<file path="src/rtl/hs_npu_activation_ctrl_pkg.sv">
`default_nettype none
// ============================================================================
//  Module   : hs_npu_pkg
//  Brief    : Shared types and default widths for the NPU activation stage.
//  Revision : 1.0 - initial release
// ============================================================================
package hs_npu_pkg;

  localparam int DATA_WIDTH_DEF   = 32;
  localparam int OUTPUT_WIDTH_DEF = 16;
  localparam int COLS_DEF         = 8;
  localparam int SHIFT_WIDTH_DEF  = 5;
  localparam int ROW_CNT_W_DEF    = 16;

  // Per-tile configuration latched when the sequencer leaves IDLE.
  typedef struct packed {
    logic                       relu_en;
    logic [SHIFT_WIDTH_DEF-1:0] shift;
    logic [ROW_CNT_W_DEF-1:0]   rows;
  } act_cfg_t;

  typedef enum logic [1:0] {
    IDLE  = 2'd0,
    RUN   = 2'd1,
    DRAIN = 2'd2,
    DONE  = 2'd3
  } act_state_e;

endpackage : hs_npu_pkg
`default_nettype wire

</file>
<file path="src/rtl/hs_npu_activation_ctrl_if.sv">
`default_nettype none
// ============================================================================
//  Module   : hs_npu_activation_ctrl_if
//  Brief    : Config, accumulator-row and activated-row channels plus status.
//  Revision : 1.0 - initial release
// ============================================================================
interface hs_npu_activation_ctrl_if #(
  parameter int DATA_WIDTH   = 32,
  parameter int OUTPUT_WIDTH = 16,
  parameter int COLS         = 8,
  parameter int SHIFT_WIDTH  = 5,
  parameter int ROW_CNT_W    = 16
);
  logic                         cfg_valid;
  logic                         cfg_ready;
  logic                         cfg_relu_en;
  logic [SHIFT_WIDTH-1:0]       cfg_shift;
  logic [ROW_CNT_W-1:0]         cfg_rows;
  logic                         in_valid;
  logic                         in_ready;
  logic [COLS*DATA_WIDTH-1:0]   in_data;
  logic                         out_valid;
  logic                         out_ready;
  logic [COLS*OUTPUT_WIDTH-1:0] out_data;
  logic                         out_last;
  logic                         busy;
  logic                         done;

  // Upstream/downstream side (drives config, rows and out_ready).
  modport master (
    output cfg_valid, cfg_relu_en, cfg_shift, cfg_rows, in_valid, in_data, out_ready,
    input  cfg_ready, in_ready, out_valid, out_data, out_last, busy, done
  );

  // Activation sequencer side.
  modport slave (
    input  cfg_valid, cfg_relu_en, cfg_shift, cfg_rows, in_valid, in_data, out_ready,
    output cfg_ready, in_ready, out_valid, out_data, out_last, busy, done
  );
endinterface : hs_npu_activation_ctrl_if
`default_nettype wire

</file>
<file path="src/rtl/hs_npu_activation_ctrl_act.sv">
`default_nettype none
// ============================================================================
//  Module   : hs_npu_act_unit
//  Brief    : Combinational per-column activation: ReLU, arithmetic right
//             shift, truncation to the low output bits (no saturation).
//  Revision : 1.0 - initial release
// ============================================================================
module hs_npu_act_unit #(
  parameter int DATA_WIDTH   = 32,
  parameter int OUTPUT_WIDTH = 16,
  parameter int SHIFT_WIDTH  = 5
) (
  input  wire logic                    i_valid,
  input  wire logic [DATA_WIDTH-1:0]   i_data,
  input  wire logic                    i_relu_en,
  input  wire logic [SHIFT_WIDTH-1:0]  i_shift,
  output logic                         o_valid,
  output logic [OUTPUT_WIDTH-1:0]      o_data
);
  logic        [DATA_WIDTH-1:0] w_relu;
  logic signed [DATA_WIDTH-1:0] w_shifted;

  // Negative words are clamped to zero before the shift when ReLU is on.
  assign w_relu    = (i_relu_en && i_data[DATA_WIDTH-1]) ? '0 : i_data;
  assign w_shifted = $signed(w_relu) >>> i_shift;
  assign o_data    = w_shifted[OUTPUT_WIDTH-1:0];
  assign o_valid   = i_valid;
endmodule : hs_npu_act_unit
`default_nettype wire

</file>
<file path="src/rtl/hs_npu_activation_ctrl.sv">
`default_nettype none
// ============================================================================
//  Module   : hs_npu_activation_ctrl
//  Brief    : Activation-stage sequencer for one output tile: latches the
//             tile config, activates one accumulator row per beat and
//             registers it towards writeback with valid/ready, out_last on
//             the final row and a one-cycle done pulse.
//  Revision : 1.0 - initial release
// ============================================================================
module hs_npu_activation_ctrl
  import hs_npu_pkg::*;
#(
  parameter int DATA_WIDTH   = DATA_WIDTH_DEF,
  parameter int OUTPUT_WIDTH = OUTPUT_WIDTH_DEF,
  parameter int COLS         = COLS_DEF,
  parameter int SHIFT_WIDTH  = SHIFT_WIDTH_DEF,
  parameter int ROW_CNT_W    = ROW_CNT_W_DEF
) (
  input  wire logic                clk,
  input  wire logic                rst_n,
  hs_npu_activation_ctrl_if.slave  bus
);
  localparam logic [ROW_CNT_W-1:0] C_ONE = {{(ROW_CNT_W-1){1'b0}}, 1'b1};

  act_state_e                   state_q, state_d;
  act_cfg_t                     cfg_q, cfg_d;
  logic [ROW_CNT_W-1:0]         row_cnt_q, row_cnt_d;
  logic                         out_valid_q, out_valid_d;
  logic                         out_last_q, out_last_d;
  logic [COLS*OUTPUT_WIDTH-1:0] out_data_q, out_data_d;

  logic                    w_in_ready;
  logic                    w_in_hs;
  logic                    w_out_hs;
  logic                    w_last_row;
  logic                    w_col_valid [COLS];
  logic [OUTPUT_WIDTH-1:0] w_col_data  [COLS];

  // Input is only taken in RUN, and only when the output register frees up this cycle.
  assign w_in_ready = (state_q == RUN) && (!out_valid_q || bus.out_ready);
  assign w_in_hs    = bus.in_valid && w_in_ready;
  assign w_out_hs   = out_valid_q && bus.out_ready;
  assign w_last_row = (row_cnt_q == (cfg_q.rows - C_ONE));

  generate
    for (genvar c = 0; c < COLS; c++) begin : g_col
      hs_npu_act_unit #(
        .DATA_WIDTH   (DATA_WIDTH),
        .OUTPUT_WIDTH (OUTPUT_WIDTH),
        .SHIFT_WIDTH  (SHIFT_WIDTH)
      ) u_act (
        .i_valid   (w_in_hs),
        .i_data    (bus.in_data[c*DATA_WIDTH +: DATA_WIDTH]),
        .i_relu_en (cfg_q.relu_en),
        .i_shift   (cfg_q.shift),
        .o_valid   (w_col_valid[c]),
        .o_data    (w_col_data[c])
      );
    end
  endgenerate

  // Next-state, config latch, row counter and output-register update.
  always_comb begin
    state_d     = state_q;
    cfg_d       = cfg_q;
    row_cnt_d   = row_cnt_q;
    out_valid_d = out_valid_q;
    out_last_d  = out_last_q;
    out_data_d  = out_data_q;

    // A consumed beat empties the register; a new row refills it in the same cycle.
    if (w_out_hs) begin
      out_valid_d = 1'b0;
      out_last_d  = 1'b0;
    end
    if (w_in_hs) begin
      out_valid_d = 1'b1;
      out_last_d  = w_last_row;
      row_cnt_d   = row_cnt_q + C_ONE;
    end
    for (int c = 0; c < COLS; c++) begin
      if (w_col_valid[c]) out_data_d[c*OUTPUT_WIDTH +: OUTPUT_WIDTH] = w_col_data[c];
    end

    case (state_q)
      IDLE: begin
        if (bus.cfg_valid) begin
          cfg_d.relu_en = bus.cfg_relu_en;
          cfg_d.shift   = bus.cfg_shift;
          cfg_d.rows    = bus.cfg_rows;
          row_cnt_d     = '0;
          state_d       = (bus.cfg_rows != '0) ? RUN : DONE;
        end
      end
      RUN:     if (w_in_hs && w_last_row) state_d = DRAIN;
      DRAIN:   if (w_out_hs && out_last_q) state_d = DONE;
      DONE:    state_d = IDLE;
      default: state_d = IDLE;
    endcase
  end

  // Single state register for the FSM, config, counter and output stage.
  always_ff @(posedge clk or negedge rst_n) begin
    if (!rst_n) begin
      state_q     <= IDLE;
      cfg_q       <= '0;
      row_cnt_q   <= '0;
      out_valid_q <= 1'b0;
      out_last_q  <= 1'b0;
      out_data_q  <= '0;
    end else begin
      state_q     <= state_d;
      cfg_q       <= cfg_d;
      row_cnt_q   <= row_cnt_d;
      out_valid_q <= out_valid_d;
      out_last_q  <= out_last_d;
      out_data_q  <= out_data_d;
    end
  end

  assign bus.cfg_ready = (state_q == IDLE);
  assign bus.in_ready  = w_in_ready;
  assign bus.out_valid = out_valid_q;
  assign bus.out_last  = out_last_q;
  assign bus.out_data  = out_data_q;
  assign bus.busy      = (state_q != IDLE);
  assign bus.done      = (state_q == DONE);

endmodule : hs_npu_activation_ctrl
`default_nettype wire

</file>
<file path="src/flat_wrapper.sv">
// flat-port wrapper written by rule: the top's interface ports become plain ports
module hs_npu_activation_ctrl_flat import hs_npu_pkg::*;
#(
  parameter int DATA_WIDTH   = DATA_WIDTH_DEF,
  parameter int OUTPUT_WIDTH = OUTPUT_WIDTH_DEF,
  parameter int COLS         = COLS_DEF,
  parameter int SHIFT_WIDTH  = SHIFT_WIDTH_DEF,
  parameter int ROW_CNT_W    = ROW_CNT_W_DEF
)
  (clk, rst_n, bus_cfg_valid, bus_cfg_relu_en, bus_cfg_shift, bus_cfg_rows, bus_in_valid, bus_in_data, bus_out_ready, bus_cfg_ready, bus_in_ready, bus_out_valid, bus_out_data, bus_out_last, bus_busy, bus_done);
  hs_npu_activation_ctrl_if #(.DATA_WIDTH(DATA_WIDTH), .OUTPUT_WIDTH(OUTPUT_WIDTH), .COLS(COLS), .SHIFT_WIDTH(SHIFT_WIDTH), .ROW_CNT_W(ROW_CNT_W)) bus_i ();
  input  wire logic clk;
  input  wire logic rst_n;
  input wire logic [$bits(bus_i.cfg_valid)-1:0] bus_cfg_valid;
  input wire logic [$bits(bus_i.cfg_relu_en)-1:0] bus_cfg_relu_en;
  input wire logic [$bits(bus_i.cfg_shift)-1:0] bus_cfg_shift;
  input wire logic [$bits(bus_i.cfg_rows)-1:0] bus_cfg_rows;
  input wire logic [$bits(bus_i.in_valid)-1:0] bus_in_valid;
  input wire logic [$bits(bus_i.in_data)-1:0] bus_in_data;
  input wire logic [$bits(bus_i.out_ready)-1:0] bus_out_ready;
  output wire logic [$bits(bus_i.cfg_ready)-1:0] bus_cfg_ready;
  output wire logic [$bits(bus_i.in_ready)-1:0] bus_in_ready;
  output wire logic [$bits(bus_i.out_valid)-1:0] bus_out_valid;
  output wire logic [$bits(bus_i.out_data)-1:0] bus_out_data;
  output wire logic [$bits(bus_i.out_last)-1:0] bus_out_last;
  output wire logic [$bits(bus_i.busy)-1:0] bus_busy;
  output wire logic [$bits(bus_i.done)-1:0] bus_done;
  assign bus_i.cfg_valid = bus_cfg_valid;
  assign bus_i.cfg_relu_en = bus_cfg_relu_en;
  assign bus_i.cfg_shift = bus_cfg_shift;
  assign bus_i.cfg_rows = bus_cfg_rows;
  assign bus_i.in_valid = bus_in_valid;
  assign bus_i.in_data = bus_in_data;
  assign bus_i.out_ready = bus_out_ready;
  assign bus_cfg_ready = bus_i.cfg_ready;
  assign bus_in_ready = bus_i.in_ready;
  assign bus_out_valid = bus_i.out_valid;
  assign bus_out_data = bus_i.out_data;
  assign bus_out_last = bus_i.out_last;
  assign bus_busy = bus_i.busy;
  assign bus_done = bus_i.done;
  hs_npu_activation_ctrl #(.DATA_WIDTH(DATA_WIDTH), .OUTPUT_WIDTH(OUTPUT_WIDTH), .COLS(COLS), .SHIFT_WIDTH(SHIFT_WIDTH), .ROW_CNT_W(ROW_CNT_W)) u_core (.clk(clk), .rst_n(rst_n), .bus(bus_i));
endmodule
</file>
<file path="config.mk">
export PLATFORM = sky130hd
export DESIGN_NAME = hs_npu_activation_ctrl_flat
export DESIGN_NICKNAME = d
export VERILOG_FILES = /design/src/rtl/hs_npu_activation_ctrl_pkg.sv /design/src/rtl/hs_npu_activation_ctrl_if.sv /design/src/rtl/hs_npu_activation_ctrl_act.sv /design/src/rtl/hs_npu_activation_ctrl.sv /design/src/flat_wrapper.sv
export SDC_FILE = /design/constraint.sdc
export NUM_CORES = 1
export LEC_CHECK = 0
export BUFFER_PORTS_ARGS = -buffer_cell sky130_fd_sc_hd__clkbuf_2
export CORE_MARGIN = 2
export CORE_UTILIZATION = 25
export CTS_CLUSTER_SIZE = 16
export DETAILED_ROUTE_END_ITERATION = 7
export PLACE_DENSITY = 0.5
export SYNTH_ARGS = -nofsm -noshare
export SYNTH_HDL_FRONTEND = slang
export SYNTH_SLANG_ARGS = --single-unit
export TNS_END_PERCENT = 10
</file>
<file path="constraint.sdc">
create_clock -name clk -period 8 [get_ports clk]
set_input_delay 1.6 -clock clk [delete_from_list [all_inputs] [get_ports clk]]
set_output_delay 1.6 -clock clk [all_outputs]
set_load 0.01 [all_outputs]
</file>
==> impl_metrics.toml, run 1 <==
[placement]
gp_congestion = 0.9336
dp.cells = 3453
port_buffers = 416
placed_area_sq_um = 21810
dpl.hpwl_um = 69180

[clocking]
cts_setup_buffers = 0
path_clk_slew_ps = 70
htreeDepth = 4
clock_latency_ps = 460
numCtsBuffers = 17
cts_sinks = 170
cts_tree = "yes"
cts_buffer_depth = 2
cts_root_buffer = "clkbuf_16"
post_cts_resized = 0
cts_hold_buffers = 0

[routing]
dr_total_vias = 19350
via_per_inst = 5.530
wl_per_cell_um = 25.00
drt_wl_total_um = 87480
postRouteAntennaNets = 0
remaining_drc_errors = 0
drtIter0Drc = 2330
drtPass1Iterations = 5

[die]
core-area_sq_um = 75950
dieArea_sq_um = 78830
pin_count = 417
start_util_pct = 25.21
rows = 101
die_w_um = 280.8
die_h_um = 280.8

[synth]
synth_cell_types = 75
synth.net_count = 2515
yosysMostFrequentCell = "nand2_1"
async_reset_ff_share_pct = 100.0
syn_inst = 2226
yosysTopAreaCell = "mux4_2"
ys.warnings.count = 0
synth_top_area_share_pct = 23.64
ys.flop_type = "dfrtp_1"
syn_area_sq_um = 19150
ys_ff_latch = 170
synth_commonest_cells = "nand2_1, o21ai_0, mux4_2"
yosysSeqAreaShare_pct = 22.21
syn_area_per_cell_sq_um = 8.603
synth-edff-count = 0
yosys-top-cells-area = "mux4_2, dfrtp_1, nand2_1"

[critical_path]
criticalPathCategory = "register to register"
critPathLaunchType = "register"
critPathArrivalTime_ps = 4230
cp.required_ps = 8350
startpoint = "u_core.cfg_q[16]"
rr_startpoint = "u_core.cfg_q[16]"
worst_setup_path_end_kind = "register"
crit_fanout = 61

[sta]
tns_ps = 0
drv_slew = 0
worst_pin_slew_ps = 1104
relSlewSlack_pct = 26.24
rsz0062_at_grt = "no"
hold_viol_final = 0
setup_violations = 0
fin_worst_skew_ps = 14.11
min_period_ps = 3880
period_share_pct = 48.50
max_clock_freq_mhz = 257.7

[layout]
final_net_count = 2731
area_growth_pct = 17.00
stdcell_count = 3499
drive_above_1_share_pct = 30.67
final_util_pct = 29.50
fin_area_sq_um = 22410

[grt]
grt_pass1_vias = 17450
gr-total-overflow = 0
grt_util_all_layers_pct = 21.62
grt_max_degree = 137
grt_antenna_before_repair = 29
grt_pass1_wl_um = 125600

[job]
max-cap-violations = 0

[power_and_ir_drop]
p_leak_nw = 9.048
finalPower_mw = 10.09
irDropWorstVdd_mv = 0.2968
p_per_area_nw_per_um2 = 450.3

[outcome]
status = "finished, final reports clean"

[min_path]
min_from = "u_core.bus.out_data[36]"
hold_path.class = "register to register"
-- report_power, final --
| part | leakage, nW | switching, mW | internal, mW | total (mW) |
|---|---|---|---|---|
| Combinational | 6.71 | 4.53 | 2.89 | 7.43 |
| Clock | 0.259 | 0.380 | 0.432 | 0.812 |
| Sequential | 2.07 | 0.606 | 1.25 | 1.85 |
-- cells by family (layout without fill, tap and decap cells) --
logic type / after synthesis / count (layout) / synth area share (%)
XOR/XNOR: 31 / 31 / 1.490
AO/OA/AOI/OAI: 642 / 642 / 21.52
adder cells (fa/ha/maj): 6 / 6 / 0.3920
other: 0 / 14 / 0
multiplexers: 337 / 337 / 31.08
AND/OR/NAND/NOR: 776 / 776 / 17.81
buffers and inverters: 264 / 493 / 5.488
flip-flops: 170 / 170 / 22.21
-- critical path, cell delays in order (launching register included) --
cell	delay (ps)
dfrtp_4	1030
buf_4	910
mux4_2	680
nand3_1	110
o21ai_0	220
mux4_2	600
nand2_1	100
nand2_1	50
-- sequential cells by signal (all words and copies together) (netlist names) --
| signal | cells |
|---|---|
| u_core.bus.out_data | 128 |
| u_core.bus.out_last | 1 |
| u_core.bus.out_valid | 1 |
| u_core.cfg_q | 22 |
| u_core.row_cnt_q | 16 |
| u_core.state_q | 2 |
-- cell usage in the layout, fill, tap and decap left out, drive strengths merged, types with 9 or more instances in the layout --
| cell type | instances |
|---|---|
| diode | 14 |
| a311oi | 16 |
| and3 | 11 |
| o21ai | 226 |
| o21a | 47 |
| xnor2 | 16 |
| o211ai | 98 |
| mux2 | 51 |
| inv | 22 |
| buf | 26 |
| o22ai | 10 |
| nor2 | 143 |
| nand3 | 157 |
| a21o | 14 |
| dfrtp | 170 |
| a31oi | 28 |
| nand4 | 10 |
| o31ai | 9 |
| a21oi | 90 |
| nand2 | 352 |
| clkbuf | 435 |
| mux4 | 201 |
| a211oi | 31 |
| nor3 | 45 |
| nand2b | 9 |
| xor2 | 14 |
| mux2i | 85 |
| and2 | 13 |
-- layout make-up --
type | instances | area [sq um]
inverter | 20 | 80.08
timing repair buffer | 441 | 2301
antenna | 14 | 35.03
fill | 8164 | 53540
multi-input combinational | 1792 | 13870
clock buffer | 20 | 436.7
clock inverter | 12 | 120.1
tap | 1030 | 1289
sequential | 170 | 4273
-- routing by layer --
layer	global-route usage, %	up-vias	share of wire [%]
met5	0	-	0.17
met4	4.196	24	1.5
met3	7.390	71	11
met2	25.81	903	37
met1	35.50	9417	51
li1	-	8935	-
-- stage by stage --
step           hold slack, ps  worst slack (ps)
3_5_place_dp            462.4              3808
5_1_grt                 500.4              3855
4_1_cts                 478.4              4119
6_report                473.3              4120
2_1_floorplan           466.5              4469
3_3_place_gp            454.8              3875
-- path summary, 6_finish.rpt --
path,cells after the start,to,slack [ps]
min reg2reg,2,u_core.bus.out_data[36],470
min,2,u_core.bus.out_data[36],470
max,7,u_core.bus.out_data[54],4120
min in group asynchronous,1,u_core.state_q[0],1150
max in group asynchronous,2,u_core.cfg_q[16],5610
max reg2reg,7,u_core.bus.out_data[54],4120
(Power assumes the default switching activity.)
==> run 2, diff against run 1 <==
--- a/config.mk
+++ b/config.mk
@@ -5,12 +5,13 @@
 export SDC_FILE = /design/constraint.sdc
 export NUM_CORES = 1
 export LEC_CHECK = 0
+export ABC_AREA = 1
 export BUFFER_PORTS_ARGS = -buffer_cell sky130_fd_sc_hd__clkbuf_2
 export CORE_MARGIN = 2
 export CORE_UTILIZATION = 25
 export CTS_CLUSTER_SIZE = 16
 export DETAILED_ROUTE_END_ITERATION = 7
-export PLACE_DENSITY = 0.5
+export PLACE_DENSITY = 0.49
 export SYNTH_ARGS = -nofsm -noshare
 export SYNTH_HDL_FRONTEND = slang
 export SYNTH_SLANG_ARGS = --single-unit
==> constraint.sdc (replaced) <==
create_clock -name clk -period 3.58 [get_ports clk]
set_input_delay 0.716 -clock clk [delete_from_list [all_inputs] [get_ports clk]]
set_output_delay 0.716 -clock clk [all_outputs]
set_load 0.01 [all_outputs]
==> impl_metrics.toml, run 2 <==
[sta]
worst_pin_slew_ps = 876.6
min_period_ps = 2725
period_share_pct = 76.13
fin_worst_skew_ps = 14.29
drv_slew = 0
tns_ps = 0
hold_viol_final = 0
relSlewSlack_pct = 41.56
max_clock_freq_mhz = 366.9
rsz0062_at_grt = "no"
setup_violations = 0

[synth]
synth_xor_area_share_pct = 0.8902
ys.warnings.count = 0
yosys-top-cells-area = "nand2_1, dfrtp_1, nand3_1"
synth_commonest_cells = "nand2_1, nand3_1, o21ai_0"
yosysMostFrequentCell = "nand2_1"
synth_fa_ha_area_share_pct = 0.3537
synthMuxAreaShare_pct = 0.6131
synth_cell_types = 47
synth_top_area_share_pct = 31.23
yosysTopAreaCell = "nand2_1"
ys_ff_latch = 170
yosysSeqAreaShare_pct = 20.04
synth.net_count = 4174
async_reset_ff_share_pct = 100.0
synth_top_family_by_area = "simple AND/OR/NAND/NOR gates"
syn_area_per_cell_sq_um = 5.463
synth-compound-area-share_pct = 18.95
synth-edff-count = 0
syn_area_sq_um = 21220
synthSimpleGateAreaFrac_pct = 48.43
ys.flop_type = "dfrtp_1"
syn_inst = 3885

[clocking]
clock_latency_ps = 480
numCtsBuffers = 17
htreeDepth = 4
cts_sinks = 170
cts_setup_buffers = 0
cts_buffer_depth = 2
cts_root_buffer = "clkbuf_16"
post_cts_resized = 0
cts_hold_buffers = 0
path_clk_slew_ps = 70
cts_tree = "yes"

[placement]
dpl.hpwl_um = 83960
dp.cells = 5189
placed_area_sq_um = 23930
gp_congestion = 0.9673
port_buffers = 416

[layout]
mostFrequentLayoutCells = "nand2_1, nand3_1, clkbuf_2"
stdcell_count = 5221
drive_above_1_share_pct = 14.27
final_net_count = 4363
fin_area_sq_um = 24600
largest_reg_flops = 128
final_common_cell = "nand2_1"
area_growth_pct = 15.92

[power_and_ir_drop]
intPower_mw = 10.26
switchingPower_mw = 16.07
p_comb_share_pct = 77.8
finalPower_mw = 26.33
p_per_area_nw_per_um2 = 1070
power_frac_clock_pct = 8.4
swShare_pct = 61.03
p_leak_nw = 13.09
sequentialPowerShare_pct = 13.8
irDropWorstVdd_mv = 0.5233

[grt]
grt_antenna_before_repair = 0
grt_pass1_vias = 25610
grt_util_all_layers_pct = 24.39
gr-total-overflow = 0
grt_pass1_wl_um = 157500
grt_max_degree = 182

[critical_path]
crit_fanout = 33
criticalPathCategory = "register to register"
critPathArrivalTime_ps = 3090
cp.required_ps = 3940
reg2reg_slack_ps = 850
critPathLaunchType = "register"
worst_setup_path_end_kind = "register"

[routing]
dr_total_vias = 26210
remaining_drc_errors = 0
drt_wl_total_um = 107100
wl_per_cell_um = 20.52
drtIter0Drc = 1830
via_per_inst = 5.020
drtPass1Iterations = 7
postRouteAntennaNets = 0

[job]
max-cap-violations = 0

[die]
dieArea_sq_um = 87240
die_h_um = 295.4
pin_count = 417
core-area_sq_um = 83820
rows = 106
die_w_um = 295.4
start_util_pct = 25.32

[outcome]
status = "finished, final reports clean"

[min_path]
hold_path.class = "primary input to asynchronous set/reset pin"
-- run 2: path summary, 6_finish.rpt --
check	startpoint	to	cells past startpoint
worst max-delay path	u_core.cfg_q[21]	u_core.bus.out_data[119]	10
worst min-delay path	rst_n	u_core.bus.out_data[30]	1
worst max register to register	u_core.cfg_q[21]	u_core.bus.out_data[119]	10
worst min register to register	u_core.bus.out_data[16]	u_core.bus.out_data[16]	2
max in group asynchronous	rst_n	u_core.cfg_q[3]	2
min in group clk	bus_cfg_valid	u_core.row_cnt_q[15]	2
-- run 2: layer usage --
layer  routed length [um]  part of all wire [%]  vias to the layer above  global-route usage, %
li1                     -                     -                    13050                      -
met1                35680                    33                    12300                  22.23
met2                60770                    57                      613                  50.09
met3                 2793                   2.6                      243                  2.639
met4                 7867                   7.3                        0                  15.93
met5                    0                     0                        -                      0
-- run 2: cell families (layout without fill, tap and decap cells) --
group	after synthesis	count (layout)
simple gates	2470	2470
buf+inv	506	707
compound gates	700	700
fa+ha+maj	6	6
other cells	0	1
flops	170	170
xor+xnor	20	20
mux	13	13
-- run 2: stage by stage --
stage                     util (%)  setup WS [ps]  hold WS, ps
final                        29.35          854.6        191.1
after CTS                    29.35          901.8        289.5
after detailed placement     28.55          933.1        463.8
after global routing         29.35          678.4        273.1
after floorplan                  -           1641        420.4
after global placement       28.55          913.4        460.5
-- run 2: final cells by class --
| type | count | area [sq um] |
|---|---|---|
| Clock buffer | 20 | 456.7 |
| Antenna cell | 1 | 2.502 |
| Fill cell | 9839 | 59220 |
| Timing Repair Buffer | 472 | 2736 |
| Sequential cell | 170 | 4273 |
| Clock inverter | 11 | 216.5 |
| Tap cell | 1134 | 1419 |
| Multi-Input combinational cell | 3209 | 14700 |
| Inverter | 204 | 794.5 |
-- run 2: power by group through the flow --
stage,Sequential [mW],Combinational (mW),Clock [mW]
after global routing,3.77,22.9,2.38
after CTS,3.70,20.6,2.32
after detailed placement,3.73,20.5,0
after floorplan,3.48,13.9,0
after global placement,3.74,20.6,0
final,3.64,20.5,2.21
-- run 2: critical path, cell delays in order, from the launching register on --
cell      delay (ps)
dfrtp_1          340
buf_4            410
nand2_8          230
nand2_1          130
inv_1             60
o21ai_0          580
o21ai_0          230
o211ai_1         300
nand3_1          110
nand2_1          100
nand2_1           60
==> run 3, diff against run 2 <==
--- a/config.mk
+++ b/config.mk
@@ -5,13 +5,13 @@
 export SDC_FILE = /design/constraint.sdc
 export NUM_CORES = 1
 export LEC_CHECK = 0
-export ABC_AREA = 1
+export ABC_AREA = 0
 export BUFFER_PORTS_ARGS = -buffer_cell sky130_fd_sc_hd__clkbuf_2
 export CORE_MARGIN = 2
 export CORE_UTILIZATION = 25
 export CTS_CLUSTER_SIZE = 16
 export DETAILED_ROUTE_END_ITERATION = 7
-export PLACE_DENSITY = 0.49
+export PLACE_DENSITY = 0.5
 export SYNTH_ARGS = -nofsm -noshare
 export SYNTH_HDL_FRONTEND = slang
 export SYNTH_SLANG_ARGS = --single-unit
==> constraint.sdc (replaced) <==
create_clock -name clk -period 2.8 [get_ports clk]
set_input_delay 0.56 -clock clk [delete_from_list [all_inputs] [get_ports clk]]
set_output_delay 0.56 -clock clk [all_outputs]
set_load 0.01 [all_outputs]
==> impl_metrics.toml, run 3 (synthesis gave the netlist of run 1 again) <==
[min_path]
hold_path.class = "primary input to asynchronous set/reset pin"

[sta]
relSlewSlack_pct = 45.49
max_clock_freq_mhz = 364.0
hold_viol_final = 0
period_share_pct = 98.12
rsz0062_at_grt = "yes"
min_period_ps = 2747
worst_pin_slew_ps = 816.0
drv_slew = 0
fin_worst_skew_ps = 16.02
tns_ps = 0
setup_violations = 0

[die]
rows = 101
core-area_sq_um = 75950
start_util_pct = 25.21
die_h_um = 280.8
die_w_um = 280.8
dieArea_sq_um = 78830
pin_count = 417

[routing]
drtPass1Iterations = 6
drt_wl_total_um = 89130
via_per_inst = 5.523
remaining_drc_errors = 0
wl_per_cell_um = 24.64
drtIter0Drc = 2509
dr_total_vias = 19980
postRouteAntennaNets = 0

[layout]
final_common_cell = "clkbuf_2"
area_growth_pct = 24.30
n_fill_cell = 8059
final_net_count = 2856
largest_reg_flops = 128
mostFrequentLayoutCells = "clkbuf_2, nand2_1, o21ai_0"
drive_above_1_share_pct = 34.34

[job]
max-cap-violations = 0

[critical_path]
worst_setup_path_end_kind = "register"
criticalPathCategory = "register to register"
critPathLaunchType = "register"
reg2reg_depth = 8
crit_fanout = 36
cp.required_ps = 3140
critPathArrivalTime_ps = 3080

[placement]
port_buffers = 416
gp_congestion = 0.9326
dpl.hpwl_um = 72360

[power_and_ir_drop]
p_per_area_nw_per_um2 = 1307
irDropWorstVdd_mv = 0.4697
finalPower_mw = 31.12
p_leak_nw = 9.847

[outcome]
status = "finished, final reports clean"

[grt]
grt_max_degree = 109
grt_pass1_wl_um = 129500
grt_util_all_layers_pct = 22.00
gr-total-overflow = 0
grt_antenna_before_repair = 13
grt_pass1_vias = 18090

[clocking]
cts_hold_buffers = 0
cts_sinks = 170
path_clk_slew_ps = 80
numCtsBuffers = 17
clock_latency_ps = 450
cts_buffer_depth = 2
cts_root_buffer = "clkbuf_16"
cts_tree = "yes"
htreeDepth = 4
[run 3: cell count changes in the layout (fill, tap and decap cells not counted), moves of 55 or more]
| cell | before | now |
|---|---|---|
| mux4_2 | 0 | 201 |
| inv_1 | 186 | 16 |
| o211ai_1 | 153 | 98 |
| nand2_1 | 1765 | 351 |
| buf_4 | 38 | 116 |
| o21ai_1 | 199 | 4 |
| mux2i_1 | 13 | 85 |
| nand3_1 | 509 | 157 |
[run 3: routing by layer]
layer	part of all wire [%]	vias up	GRT usage, %
met5	0.043	-	0
met4	0.55	6	2.194
met3	10	41	5.886
met2	38	1025	27.26
met1	51	9719	37.14
li1	-	9185	-
[run 3: worst paths after layout]
check	from	end	slack, ps
max in group asynchronous	rst_n	u_core.bus.out_data[46]	1920
max reg2reg	u_core.cfg_q[16]	u_core.bus.out_data[36]	50
min in group clk	bus_cfg_relu_en	u_core.cfg_q[21]	340
max	u_core.cfg_q[16]	u_core.bus.out_data[36]	50
min	rst_n	u_core.cfg_q[12]	110
min reg2reg	u_core.bus.out_data[112]	u_core.bus.out_data[112]	480
[run 3: layout make-up]
class / count / area (sq um) / share of cell area, %
multi-input cells: 1792 / 13900 / 58.39
inverters: 20 / 80.08 / 0.3364
repair buffers: 566 / 3631 / 15.25
diodes: 7 / 17.52 / 0.07359
flip-flops and latches: 170 / 4273 / 17.95
clock buffers: 18 / 439.2 / 1.845
clock inverters: 14 / 173.9 / 0.7307
well taps: 1030 / 1289 / 5.414
[run 3: what timing repair did]
item	CTS	global route
endpoints found under the hold margin	0	0
buffers inserted	0	2
setup endpoints to repair	3	16
gates resized for setup	2	9
pin swaps	0	4
[run 3: per-stage QoR]
step / util [%] / std cells / hold WS (ps) / area (sq um) / setup WS, ps
after floorplan: - / 2226 / 264.4 / 19150 / 9.524
after global placement: 30.44 / 3576 / 451.6 / 23120 / 1.148
after detailed placement: 30.44 / 3576 / 459.5 / 23120 / 12.88
after CTS: 31.25 / 3608 / 133.6 / 23740 / 16.35
after global routing: 31.32 / 3610 / 148.5 / 23790 / -57.38
final: 31.34 / 3617 / 110.9 / 23800 / 52.70
[run 3: worst max-delay path, stage by stage (launching register included)]
cell and delay (ps):
dfrtp_4 580, buf_12 280, buf_4 190, mux4_2 500, nand3_1 90, o21ai_0 210, mux4_2 590, nand2_1 100
nand2_1 50
[run 3: where the power goes]
part | internal [mW] | total (mW) | switching [mW]
sequential | 3.58 | 4.51 | 0.938
combinational | 9.76 | 24.1 | 14.3
clock | 1.31 | 2.50 | 1.19
